==> src/rtl/mac_acc18_stream.sv <==
// Streaming signed Q4.4 dot-product accumulator: product stage, saturating 18-bit
// accumulator with a two-state vector FSM, and a valid/ready result register.
module mac_acc18_stream #(
    parameter int unsigned LEN_W = 8
) (
    input  logic                    clk,
    input  logic                    rst,
    input  logic signed [7:0]       a_in,
    input  logic signed [7:0]       b_in,
    input  logic                    in_valid,
    input  logic                    in_last,
    output logic                    in_ready,
    output logic signed [17:0]      acc_out,
    output logic                    out_sat,
    output logic [LEN_W-1:0]        out_len,
    output logic                    out_valid,
    input  logic                    out_ready
);

    localparam int unsigned PROD_W = 16;
    localparam int unsigned ACC_W  = 18;
    localparam int unsigned SUM_W  = 19;

    localparam logic signed [SUM_W-1:0] ACC_MAX = SUM_W'(131071);
    localparam logic signed [SUM_W-1:0] ACC_MIN = SUM_W'(-131072);

    typedef enum logic {
        IDLE  = 1'b0,
        ACCUM = 1'b1
    } state_t;

    state_t state, state_nx;

    logic signed [PROD_W-1:0] a_ext_c, b_ext_c, prod_c;
    logic signed [PROD_W-1:0] p_prod;
    logic                     p_valid, p_last;

    logic signed [ACC_W-1:0]  acc;
    logic                     sticky;
    logic [LEN_W-1:0]         count;

    logic                     stall_c, acc_en_c, complete_c, clamp_c;
    logic signed [SUM_W-1:0]  base_c, sum_c;
    logic signed [ACC_W-1:0]  clamped_c;
    logic [LEN_W-1:0]         cnt_inc_c;

    // A finished vector may only sit in P while the output register is still occupied.
    assign stall_c    = p_valid & p_last & out_valid & ~out_ready;
    assign in_ready   = ~stall_c;
    assign acc_en_c   = p_valid & ~stall_c;
    assign complete_c = acc_en_c & p_last;

    assign a_ext_c = PROD_W'(a_in);
    assign b_ext_c = PROD_W'(b_in);
    assign prod_c  = a_ext_c * b_ext_c;

    // Saturating sum; IDLE means no partial sum, so the beat starts a fresh vector.
    always_comb begin
        base_c    = '0;
        clamp_c   = 1'b0;
        clamped_c = '0;
        if (state == ACCUM) begin
            base_c = SUM_W'(acc);
        end
        sum_c = base_c + SUM_W'(p_prod);
        if (sum_c > ACC_MAX) begin
            clamp_c   = 1'b1;
            clamped_c = ACC_W'(ACC_MAX);
        end else if (sum_c < ACC_MIN) begin
            clamp_c   = 1'b1;
            clamped_c = ACC_W'(ACC_MIN);
        end else begin
            clamped_c = ACC_W'(sum_c);
        end
    end

    assign cnt_inc_c = (count == {LEN_W{1'b1}}) ? count : count + LEN_W'(1);

    always_comb begin
        state_nx = state;
        if (acc_en_c) begin
            state_nx = p_last ? IDLE : ACCUM;
        end
    end

    always_ff @(posedge clk) begin
        if (rst) begin
            state <= IDLE;
        end else begin
            state <= state_nx;
        end
    end

    // Datapath: product stage, accumulator, and result register.
    always_ff @(posedge clk) begin
        if (rst) begin
            p_valid   <= 1'b0;
            p_last    <= 1'b0;
            p_prod    <= '0;
            acc       <= '0;
            sticky    <= 1'b0;
            count     <= '0;
            out_valid <= 1'b0;
            acc_out   <= '0;
            out_sat   <= 1'b0;
            out_len   <= '0;
        end else begin
            if (!stall_c) begin
                p_valid <= in_valid;
                p_last  <= in_last;
                p_prod  <= prod_c;
            end

            if (acc_en_c) begin
                if (p_last) begin
                    acc    <= '0;
                    sticky <= 1'b0;
                    count  <= '0;
                end else begin
                    acc    <= clamped_c;
                    sticky <= sticky | clamp_c;
                    count  <= cnt_inc_c;
                end
            end

            // A completion overrides the handshake so back-to-back results leave no bubble.
            if (complete_c) begin
                out_valid <= 1'b1;
                acc_out   <= clamped_c;
                out_sat   <= sticky | clamp_c;
                out_len   <= cnt_inc_c;
            end else if (out_valid && out_ready) begin
                out_valid <= 1'b0;
            end
        end
    end

endmodule

==> config.mk <==
export PLATFORM = sky130hd
export DESIGN_NAME = mac_acc18_stream
export DESIGN_NICKNAME = d
export VERILOG_FILES = /design/src/rtl/mac_acc18_stream.sv
export SDC_FILE = /design/constraint.sdc
export NUM_CORES = 1
export LEC_CHECK = 0
export CAP_MARGIN = 25
export CORE_ASPECT_RATIO = 0.9
export CORE_MARGIN = 10
export CORE_UTILIZATION = 25
export CTS_CLUSTER_DIAMETER = 120
export DETAILED_ROUTE_END_ITERATION = 8
export PLACE_DENSITY = 0.45
export SYNTH_ARGS = -nofsm -noshare
export SYNTH_HDL_FRONTEND = slang
export SYNTH_SLANG_ARGS = --single-unit
==> constraint.sdc <==
create_clock -name clk -period 8.4 [get_ports clk]
set_input_delay 1.68 -clock clk [delete_from_list [all_inputs] [get_ports clk]]
set_output_delay 1.68 -clock clk [all_outputs]
set_load 0.02 [all_outputs]
==> Word-level counts from Yosys, hierarchy flattened <==
Cells that the tools add are included.
W data, S select, Z words.
{ "totals": {"reg_bits": 74, "latchBits": 0, "ramBits": 0, "mem_bits_ro": 0, "out_inout_bits": 29, "elab_cells": 39, "memories": 0} }
{ "classes": {"add_sub_neg": 2, "mul": 1, "div_mod_pow": 0, "n_lt_le_gt_ge": 2, "eq_ne": 1, "n_shift": 0, "muxes": 12, "bitwise": 8, "reduce_logical": 2} }
{ "ops": {"columns": ["op", "n"], "rows": [
  ["$mux W18", 3],
  ["$add A19 B16 Y19", 1],
  ["$gt A19 B18 Y1 const B", 1],
  ["$lt A19 B18 Y1 const B", 1],
  ["$mux W19", 1],
  ["$mul A8 B8 Y16", 1],
  ["$mux W8", 2],
  ["$add A8 B1 Y8 const B", 1],
  ["$eq A8 B8 Y1 const B", 1],
  ["$mux W1", 6],
  ["$and A1 B1 Y1", 5],
  ["$not A1 Y1", 2],
  ["$reduce_bool A2 Y1", 1],
  ["$logic_and A1 B1 Y1", 1],
  ["$or A1 B1 Y1", 1]
]} }

==> Longest topological paths before layout <==
Gate-level depths: netlist (run 1).
{ "depth": {"word_depth": 7, "ltp_mapped": 17, "depth_no_buf": 17} }

==> Worst setup path before layout (run 1) <==
OpenSTA, ideal clock, no wires.
{ "synth_path": {"kind": "input-to-reg", "from": "input a_in[0]", "to": "register p_prod[13]", "setup_time_ns": 0.070, "arrival_ns": 5.468, "path_slack_ns": 2.862, "path_stages": 16, "cell_sequence": "nand2b_1 > fa_1 > fa_1 > inv_1 > fa_1 > inv_1 > fa_1 > inv_1 > ha_1 > o21a_1 > a21o_1 > a31o_2 > a211oi_1 > xnor2_1 > nand2_1 > a21oi_1"} }
{ "synth_between": {"elab_chain_cells": 1} }
{ "synth_rtl": {"columns": ["element", "line", "text"], "rows": [
  ["start: declaration", "8", "input logic signed [7:0] a_in,"],
  ["$mul A8 B8 Y16", "55", "assign prod_c = a_ext_c * b_ext_c;"],
  ["end signal: assignment", "111", "p_prod <= prod_c;"],
  ["end: declaration", "35", "logic signed [PROD_W-1:0] p_prod;"]
]} }
Every way passes these cells.
A chain may end at the register's enable or synchronous reset.

==> Final worst setup path (run 1) <==
{ "layout_path": {"from": "input b_in[2]", "to": "register p_prod[13]"} }
{ "layout_between": {"elab_chain_cells": 1} }
{ "layout_rtl": {"columns": ["element", "line", "text"], "rows": [
  ["start: declaration", "9", "input logic signed [7:0] b_in,"],
  ["$mul A8 B8 Y16", "55", null]
]} }
Every way passes these cells.

==> results of run 1 <==
how the worst min path moves through the flow:
stage,end,depth (start not counted)
6_report,acc[1]$_SDFFE_PP0P_,2
3_5_place_dp,acc[1]$_SDFFE_PP0P_,2
5_1_grt,acc[8]$_SDFFE_PP0P_,2
3_3_place_gp,acc[1]$_SDFFE_PP0P_,2
2_1_floorplan,acc[1]$_SDFFE_PP0P_,2
4_1_cts,acc[1]$_SDFFE_PP0P_,2
report_power, final:
| group | internal (mW) | total [mW] | switching (mW) |
|---|---|---|---|
| sequential | 0.391 | 0.421 | 0.0300 |
| combinational | 0.402 | 0.884 | 0.483 |
| clock | 0.266 | 0.415 | 0.149 |
kinds of logic (layout without fill, tap and decap cells):
| logic type | after synthesis | after routing | synth area share [%] |
|---|---|---|---|
| compound gates | 202 | 202 | 20.4 |
| flops | 74 | 74 | 22.2 |
| simple gates | 275 | 275 | 21.3 |
| fa+ha+maj | 104 | 104 | 25.7 |
| mux | 3 | 3 | 0.449 |
| buf+inv | 116 | 159 | 7.11 |
| xor+xnor | 22 | 22 | 2.88 |
metrics by stage:
stage	power (mW)	hold WS (ns)	utilization [%]	cell area, um^2	worst slack [ns]
3_5_place_dp	1.32	0.433	28.6	7510	2.01
4_1_cts	1.75	0.440	29.9	7820	2.34
5_1_grt	1.91	0.479	30.0	7850	2.07
6_report	1.72	0.436	30.0	7850	2.36
2_1_floorplan	1.13	0.416	-	6690	2.86
3_3_place_gp	1.32	0.427	28.6	7510	2.06
metal layers:
metal	vias to the layer above	global-route usage, %	part of all wire [%]
met3	10	2.09	3.3
li1	2777	-	-
met4	0	2.00	0.94
met2	62	16.7	45
met5	-	0	0
met1	2664	14.9	51
registers in the layout, summed over array words and instances (netlist names), 8 cells and up:
| register | flops |
|---|---|
| acc_out | 18 |
| out_len | 8 |
| p_prod | 16 |
| count | 8 |
| acc | 18 |
placed cells by master (no fill, tap or decap), drive strengths merged, types with 3 or more instances in the layout:
cell type       n
a31o            5
nand2b          9
nand2          78
inv            89
a31oi          10
o21a            9
nor2b           7
clkinv          3
o211ai          9
nand4           6
a21oi          83
nand3b          3
fa             56
mux2i           3
buf             7
and3           11
dfxtp          74
ha             48
o21ai          40
clkdlybuf4s50  48
nand3          21
nor3           17
and2           63
a211oi         15
o2111ai         3
xnor2          17
xor2            5
clkbuf         10
or3             7
nor2           45
a21o            8
critical path: stages:
cell and delay (ns):
clkdlybuf4s50_1 0.64, and2_1 0.30, fa_1 0.58, fa_1 0.58, inv_1 0.05, fa_1 0.49
fa_1 0.55, inv_1 0.04, ha_1 0.35, and2_1 0.20, a31o_2 0.22, a211oi_1 0.26
xnor2_1 0.15, nand2_1 0.07, a21oi_1 0.15
cell type report:
class,instances,area share (%)
clock inverters,5,1.00
well taps,348,5.55
flip-flops and latches,74,18.9
repair buffers,55,7.01
multi-input cells,606,60.3
clock buffers,10,3.04
inverters,89,4.25
==> results.yml, run 1 <==
sta:
  finClkSkew_ns: 0.00662
  hold_viol: 0
  worstMarginPinSlew_ns: 0.997
  min_period_ns: 6.04
  period_share_pct: 71.9
  max_freq_mhz: 166
  rsz0062_at_grt: "false"
  relSlewSlack_pct: 33.4
  setup-violations-final: 0
  fin_tns_setup_ns: 0
  slew_viol_final: 0
synth:
  yosysMostFrequentCell: "inv_1"
  yosysTopAreaCell: "dfxtp_1"
  ys_top_cells_by_count: "inv_1, nand2_1, a21oi_1"
  synth_nets: 921
  ys_ff_latch: 74
  synthFlopType: "dfxtp_1"
  syn_avg_cell_area_um2: 8.40
  netlist.area_leader.share_pct: 22.2
  synthArstFlopShare_pct: 0
  netlist_instances: 796
  yosys.cell_types.count: 66
  synth-edff-count: 0
  ys_warn_count: 0
  synth.area.top_cells: "dfxtp_1, fa_1, ha_1"
  syn-cell-area_um2: 6690
  yosysSeqAreaShare_pct: 22.2
global_routing:
  grt_max_degree: 51
  overflow: 0
  grt_pass1_wl_mm: 29.3
  grt_pass1_vias: 5652
  grt_use_total_pct: 10.7
  antenna_found_initial: 0
clocking:
  post_cts_resized: 0
  clkLatencyLatePin_ns: 0.33
  cts_max_path_buffers: 2
  cts_buffers: 9
  htreeDepth: 3
  cts_hold_buffers: 0
  cts_tree: "yes"
  post_cts_buffers: 0
  cts_root_buf: "clkbuf_16"
  cts_sinks: 74
  path_clk_slew_ns: 0.06
hold_path:
  hold_path_class: "flop to flop"
  hold_path.startpoint: "acc[1]$_SDFFE_PP0P_"
worst_setup_path:
  crit_path_start: "b_in[2]"
  path_class: "input port to flop"
  crit_path_end: "p_prod[13]$_SDFFE_PP0N_"
  end_kind: "flop"
  timing.rr.start: "state$_SDFFE_PP0P_"
  r2r_cells: 12
  reg2reg_to: "acc[2]$_SDFFE_PP0P_"
  required_ns: 8.66
  regToRegSetupSlack_ns: 4.59
  cp.arrival_ns: 6.30
  worst_setup_path_start_kind: "input port"
  cp_max_fo: 8
routing:
  route.detailed.drc: 0
  ant_nets: 0
  drtPass1Iterations: 4
  viasPerCell: 4.64
  vias: 5513
  drtIter0Drc: 253
  wl_per_cell_um: 14.5
  routed_wl_mm: 17.2
power:
  max-vdd-ir-drop_uv: 86.8
  power_density_nw_per_um2: 219
  p_leak_nw: 3.33
final_layout:
  antenna_cells: 0
  ff_latch_area_um2: 1480
  synthToLayoutAreaGrowth_pct: 17.4
  multiInputGateArea_um2: 4730
  n_fill_cell: 2867
  drive_gt1_share_pct: 7.15
  finalNetCount: 960
  finalNonFillerCells: 1187
placement:
  globalplace.congestion: 0.821
  placed_cells: 1171
  post-dp-hpwl_mm: 13.1
  place.port_buffers: 49
floorplan:
  row_count: 56
  dieArea_um2: 33700
  die_w_um: 192
  core-area_um2: 26200
  io_pins: 50
  floorplan.initialDensity_pct: 25.5
  die_y_um: 175
run_status:
  status: "finished clean"
job:
  maxCapViolations: 0
Note: power is estimated with default switching activity, not from simulation.
==> run 2: changes to the inputs <==
==> constraint.sdc (replaced) <==
create_clock -name clk -period 6.2 [get_ports clk]
set_input_delay 1.24 -clock clk [delete_from_list [all_inputs] [get_ports clk]]
set_output_delay 1.24 -clock clk [all_outputs]
set_load 0.02 [all_outputs]
==> run 2 against run 1 <==
Net effect:
- final cell count grew 0.34%
- combinational power rose by 35%
- critical path depth did not move
- die area did not move
- non-clock buffer count increased by 3
- total power rose by 34%
- critical endpoint is now p_prod[12]$_SDFFE_PP0N_
- largest power group unchanged
==> results.yml, run 2 (same netlist as run 1, synthesis figures left out) <==
routing:
  top_layer_used: "met4"
  wl_met2_mm: 7.79
  route.detailed.drc: 0
  drtPass1Iterations: 4
  wl_met3_um: 499
  wl_met1_mm: 8.79
  ant_nets: 0
  drtIter0Drc: 213
  viasPerCell: 4.63
  wl_per_cell_um: 14.5
  routed_wl_mm: 17.2
  vias: 5512
power:
  max-vdd-ir-drop_uv: 118
  p_leak_nw: 3.32
  p_clk_share_pct: 23.5
  power_density_nw_per_um2: 294
  combPwrFrac_pct: 51.8
  seqPwrFrac_pct: 24.7
  p_sw_share_pct: 39.3
  total_power_mw: 2.30
  power.switching_uw: 906
  p_int_mw: 1.40
sta:
  slew_viol_final: 0
  min_period_ns: 5.58
  setup-violations-final: 0
  period_share_pct: 89.9
  rsz0062_at_grt: "false"
  worstMarginPinSlew_ns: 0.985
  hold_viol: 0
  fin_tns_setup_ns: 0
  relSlewSlack_pct: 34.2
  finClkSkew_ns: 0.00871
  max_freq_mhz: 179
floorplan:
  io_pins: 50
  row_count: 56
  core-area_um2: 26200
  die_y_um: 175
  floorplan.initialDensity_pct: 25.5
  dieArea_um2: 33700
  die_w_um: 192
worst_setup_path:
  required_ns: 6.47
  worstPathCellList: "clkdlybuf4s50_1 > inv_1 > nor2_1 > fa_1 > fa_1 > fa_1 > inv_1 > fa_1 > inv_1 > ha_1 > o21a_1 > o211ai_1 > a21boi_0 > or4_1 > nand3_1"
  worst_setup_path_start_kind: "input port"
  critPathTopFamily: "adder cells"
  cp_max_fo: 5
  cp.arrival_ns: 5.85
  end_kind: "flop"
  path_class: "input port to flop"
  critical_path_buf_inv_count: 4
  cp_slowest_stage_delay_ns: 0.64
  slowest_stage: "clkdlybuf4s50_1"
  critPathMostFrequentCell: "fa_1"
placement:
  globalplace.congestion: 0.830
  place.port_buffers: 49
  post-dp-hpwl_mm: 13.3
clocking:
  post_cts_buffers: 0
  htreeDepth: 3
  cts_sinks: 74
  cts_buffers: 9
  clkLatencyLatePin_ns: 0.34
  path_clk_slew_ns: 0.06
  cts_max_path_buffers: 2
  cts_root_buf: "clkbuf_16"
  cts_tree: "yes"
  cts_hold_buffers: 0
  post_cts_resized: 0
final_layout:
  final_cell_mix: "inv_1, nand2_1, a21oi_1, dfxtp_1, and2_1"
  drive_gt1_share_pct: 7.47
  synthToLayoutAreaGrowth_pct: 17.3
  n_fill_cell: 2848
  finalNetCount: 963
  final_common_cell: "inv_1"
  antenna_cells: 0
  largestRegisters: "acc: 18 flops, acc_out: 18 flops, p_prod: 16 flops"
global_routing:
  grt_pass1_wl_mm: 29.0
  grt_pass1_vias: 5713
  grt_use_total_pct: 10.6
  antenna_found_initial: 0
  grt_max_degree: 51
  overflow: 0
run_status:
  status: "finished clean"
job:
  maxCapViolations: 0
hold_path:
  hold_path_class: "flop to flop"
## run 2: cell types whose count changed in the layout (fill, tap and decap cells not counted), sizes merged
cell / change
bufinv: -1
clkinv: -2
clkinvlp: +2
clkbuf: +1
buf: +3
inv: +1
## run 2: power groups by stage
| stage | Combinational (mW) | Clock (mW) | Sequential, mW |
|---|---|---|---|
| 5_1_grt | 1.40 | 0.580 | 0.574 |
| 3_5_place_dp | 1.21 | 0 | 0.582 |
| 3_3_place_gp | 1.21 | 0 | 0.582 |
| 2_1_floorplan | 0.964 | 0 | 0.570 |
| 4_1_cts | 1.22 | 0.563 | 0.571 |
| 6_report | 1.19 | 0.541 | 0.569 |
## run 2: stage by stage
stage / setup WS (ns) / util, % / area (um^2) / hold slack (ns) / cells
after floorplan: 1.10 / - / 6690 / 0.416 / 796
after global placement: 0.302 / 28.8 / 7540 / 0.438 / 1175
after detailed placement: 0.244 / 28.8 / 7540 / 0.437 / 1175
after CTS: 0.597 / 29.9 / 7840 / 0.450 / 1191
after global routing: 0.339 / 29.9 / 7840 / 0.465 / 1191
final: 0.624 / 29.9 / 7840 / 0.447 / 1191
## run 2: worst register-to-register path: stages, from the launching register on
cell       delay (ns)
dfxtp_1          0.30
buf_4            0.23
and2_1           0.20
ha_1             0.19
inv_1            0.06
fa_1             0.38
nand2b_1         0.19
a21o_1           0.21
a211oi_2         0.53
a2111oi_4        0.10
nor2_2           0.35
buf_4            0.34
a31oi_1          0.20
o21ai_0          0.21
## run 2: path summary, 6_finish.rpt
kind | from | end | slack [ns] | cells after the start
setup reg to reg | state$_SDFFE_PP0P_ | acc[2]$_SDFFE_PP0P_ | 2.61 | 13
hold / removal | acc[4]$_SDFFE_PP0P_ | acc[4]$_SDFFE_PP0P_ | 0.45 | 2
hold reg to reg | acc[4]$_SDFFE_PP0P_ | acc[4]$_SDFFE_PP0P_ | 0.45 | 2
setup / recovery | b_in[7] | p_prod[12]$_SDFFE_PP0N_ | 0.62 | 15
## run 2: layout make-up
cell class                 instances  area, um^2  share of cell area [%]
sequential                        74        1480                    18.9
clock inverter                     5        62.6                   0.798
inverter                          89         334                    4.26
timing repair buffer              58         553                    7.05
multi-input combinational        606        4730                    60.3
clock buffer                      11         243                    3.10
tap                              348         435                    5.55
## run 2: per-layer routing
metal	vias up	track usage (%)
li1	2800	-
met1	2639	14.5
met2	61	16.8
met3	12	2.03
met4	0	2.19
met5	-	0
==> run 3: changes to the inputs <==
--- a/config.mk
+++ b/config.mk
@@ -5,7 +5,7 @@
 export SDC_FILE = /design/constraint.sdc
 export NUM_CORES = 1
 export LEC_CHECK = 0
-export CAP_MARGIN = 25
+export CAP_MARGIN = 5
 export CORE_ASPECT_RATIO = 0.9
 export CORE_MARGIN = 10
 export CORE_UTILIZATION = 25
==> results of run 3 <==
No change in the layout: final DEF, timing and power equal those of run 2.
==> edit (flow settings as in run 2) <==
`SUM_W`: 19 -> 17.
--- a/src/rtl/mac_acc18_stream.sv
+++ b/src/rtl/mac_acc18_stream.sv
@@ -19,7 +19,7 @@
 
     localparam int unsigned PROD_W = 16;
     localparam int unsigned ACC_W  = 18;
-    localparam int unsigned SUM_W  = 19;
+    localparam int unsigned SUM_W  = 17;
 
     localparam logic signed [SUM_W-1:0] ACC_MAX = SUM_W'(131071);
     localparam logic signed [SUM_W-1:0] ACC_MIN = SUM_W'(-131072);
Check against the original RTL: not equivalent (Yosys sat finds a counterexample within 4 cycles, from zero or initial values and one cycle with rst high).
==> edit against run 2 <==
Area after synthesis is 0.99% lower; cell count is 0.84% lower; clock power is 12% lower; die area is 0.88% lower; sequential share of layout area is 0.34 points lower; wire length is 2.0% higher; worst setup slack worse by 0.15 ns; final area is 0.94% lower; power is 7.4% higher; sequential cell count is 2 lower; critical path type unchanged.
==> edit: results (changes against run 2) <==
stage;metric;value;unit;change
global_routing;first-pass GRT wire length;29700;µm;+2.3%
timing;Worst-Margin Slew;0.956;ns;-0.0293 ns
synth;sequential cell area fraction in the yosys report;21.8;%;-0.38 points
final_layout;fill count;2806;;-1.5%
timing;Setup Skew;0.00469;ns;-0.00402 ns
global_routing;met1 Use GR;14.6;%;+0.11 points
drt;initial drt markers;329;;+54%
synth;Synth area leaders;dfxtp_1 22%, fa_1 17%, ha_1 8.9%;;
global_routing;number of global-route vias before repair;5572;;-2.5%
drt;vias per cell;4.66;;+0.66%
global_routing;overall track demand over capacity in global routing;11.0;%;+0.39 points
drt;Pre-Repair DR Iteration Count;5;;+1
critical_path;Crit path largest cell delay;0.66;ns;+0.02 ns
final_layout;share of layout cells above drive strength 1;7.20;%;-0.27 points
power_and_ir_drop;P_leak;0.00333;µW;+0.28%
critical_path;reg2reg setup slack;1.40;ns;-1.21 ns
critical_path;Critical Path AT;5.94;ns;+0.09 ns
status;status;finished, final reports clean;;
hold_path;Hold Path Sink;acc[16];;
synth;Synth cell types;71;;+7.6%
hold_path;min-delay src;acc[16];;
critical_path;Critical path origin;b_in[4];;
critical_path;RR Endpoint;acc_out[4];;
drt;DR WL/cell;14.9;µm;+2.8%
global_routing;largest net degree at the start of global routing;41;;-20%
synth;adder-cell share of the synthesized area;25.8;%;+0.069 points
synth;mux cell area share after synthesis;1.30;%;+0.85 points
critical_path;Crit Path Max Fanout;8;;+3
critical_path;Worst path slowest cell;a2111oi_0;;
synth;Synth Area in XOR/XNOR;4.10;%;+1.2 points
synth;Compound-Gate Fraction of Synth Area;18.2;%;-2.1 points
place;DP HPWL;13900;µm;+4.5%
final_layout;Final #Nets;952;;-1.1%
[edit: routing by layer]
metal | wire length [µm] | share of wire (%) | up-vias
li1 | - | - | 2773
met1 | 8640 | 49 | 2663
met2 | 8290 | 47 | 55
met3 | 428 | 2.4 | 11
met4 | 186 | 1.1 | 0
met5 | 0 | 0 | -
[edit: worst max path at each step]
stage                       to  slack [ns]  depth (start not counted)
detailed placement  p_prod[15]        0.14                         17
floorplan           p_prod[15]        1.09                         16
CTS                 p_prod[15]        0.51                         17
global placement    p_prod[15]        0.17                         17
global route        p_prod[12]        0.15                         18
finish              p_prod[15]        0.48                         17
[edit: kinds of logic after synthesis]
logic type / after synthesis
compound gates: 176
xor+xnor: 31
fa+ha+maj: 103
buf+inv: 124
flops: 72
mux: 8
simple gates: 273
[edit: tightest hold or removal path, cell delays in order, from the launching register on]
cell and delay, ns:
dfxtp_1 0.32, nand2_1 0.04, o21ai_0 0.06
[edit: layout make-up]
type	instances	area, µm²	share of cell area, %
clock inverters	4	20.0	0.258
flip-flops and latches	72	1440	18.6
repair buffers	63	596	7.67
well taps	348	435	5.61
inverters	91	342	4.40
multi-input cells	591	4690	60.3
clock buffers	12	246	3.17
[edit: through the flow]
step	instance area [µm²]	std cells
after floorplan	6620	787
after global placement	7500	1165
after detailed placement	7500	1165
after CTS	7770	1181
after global routing	7770	1181
final	7770	1181
[edit: power by group]
part	leakage [µW]	total (µW)	internal [µW]	switching, µW
Sequential	0.000592	590	541	49.7
Clock	0.000136	478	279	199
Combinational	0.00261	1410	601	807
Total	0.00333	2480	1420	1060
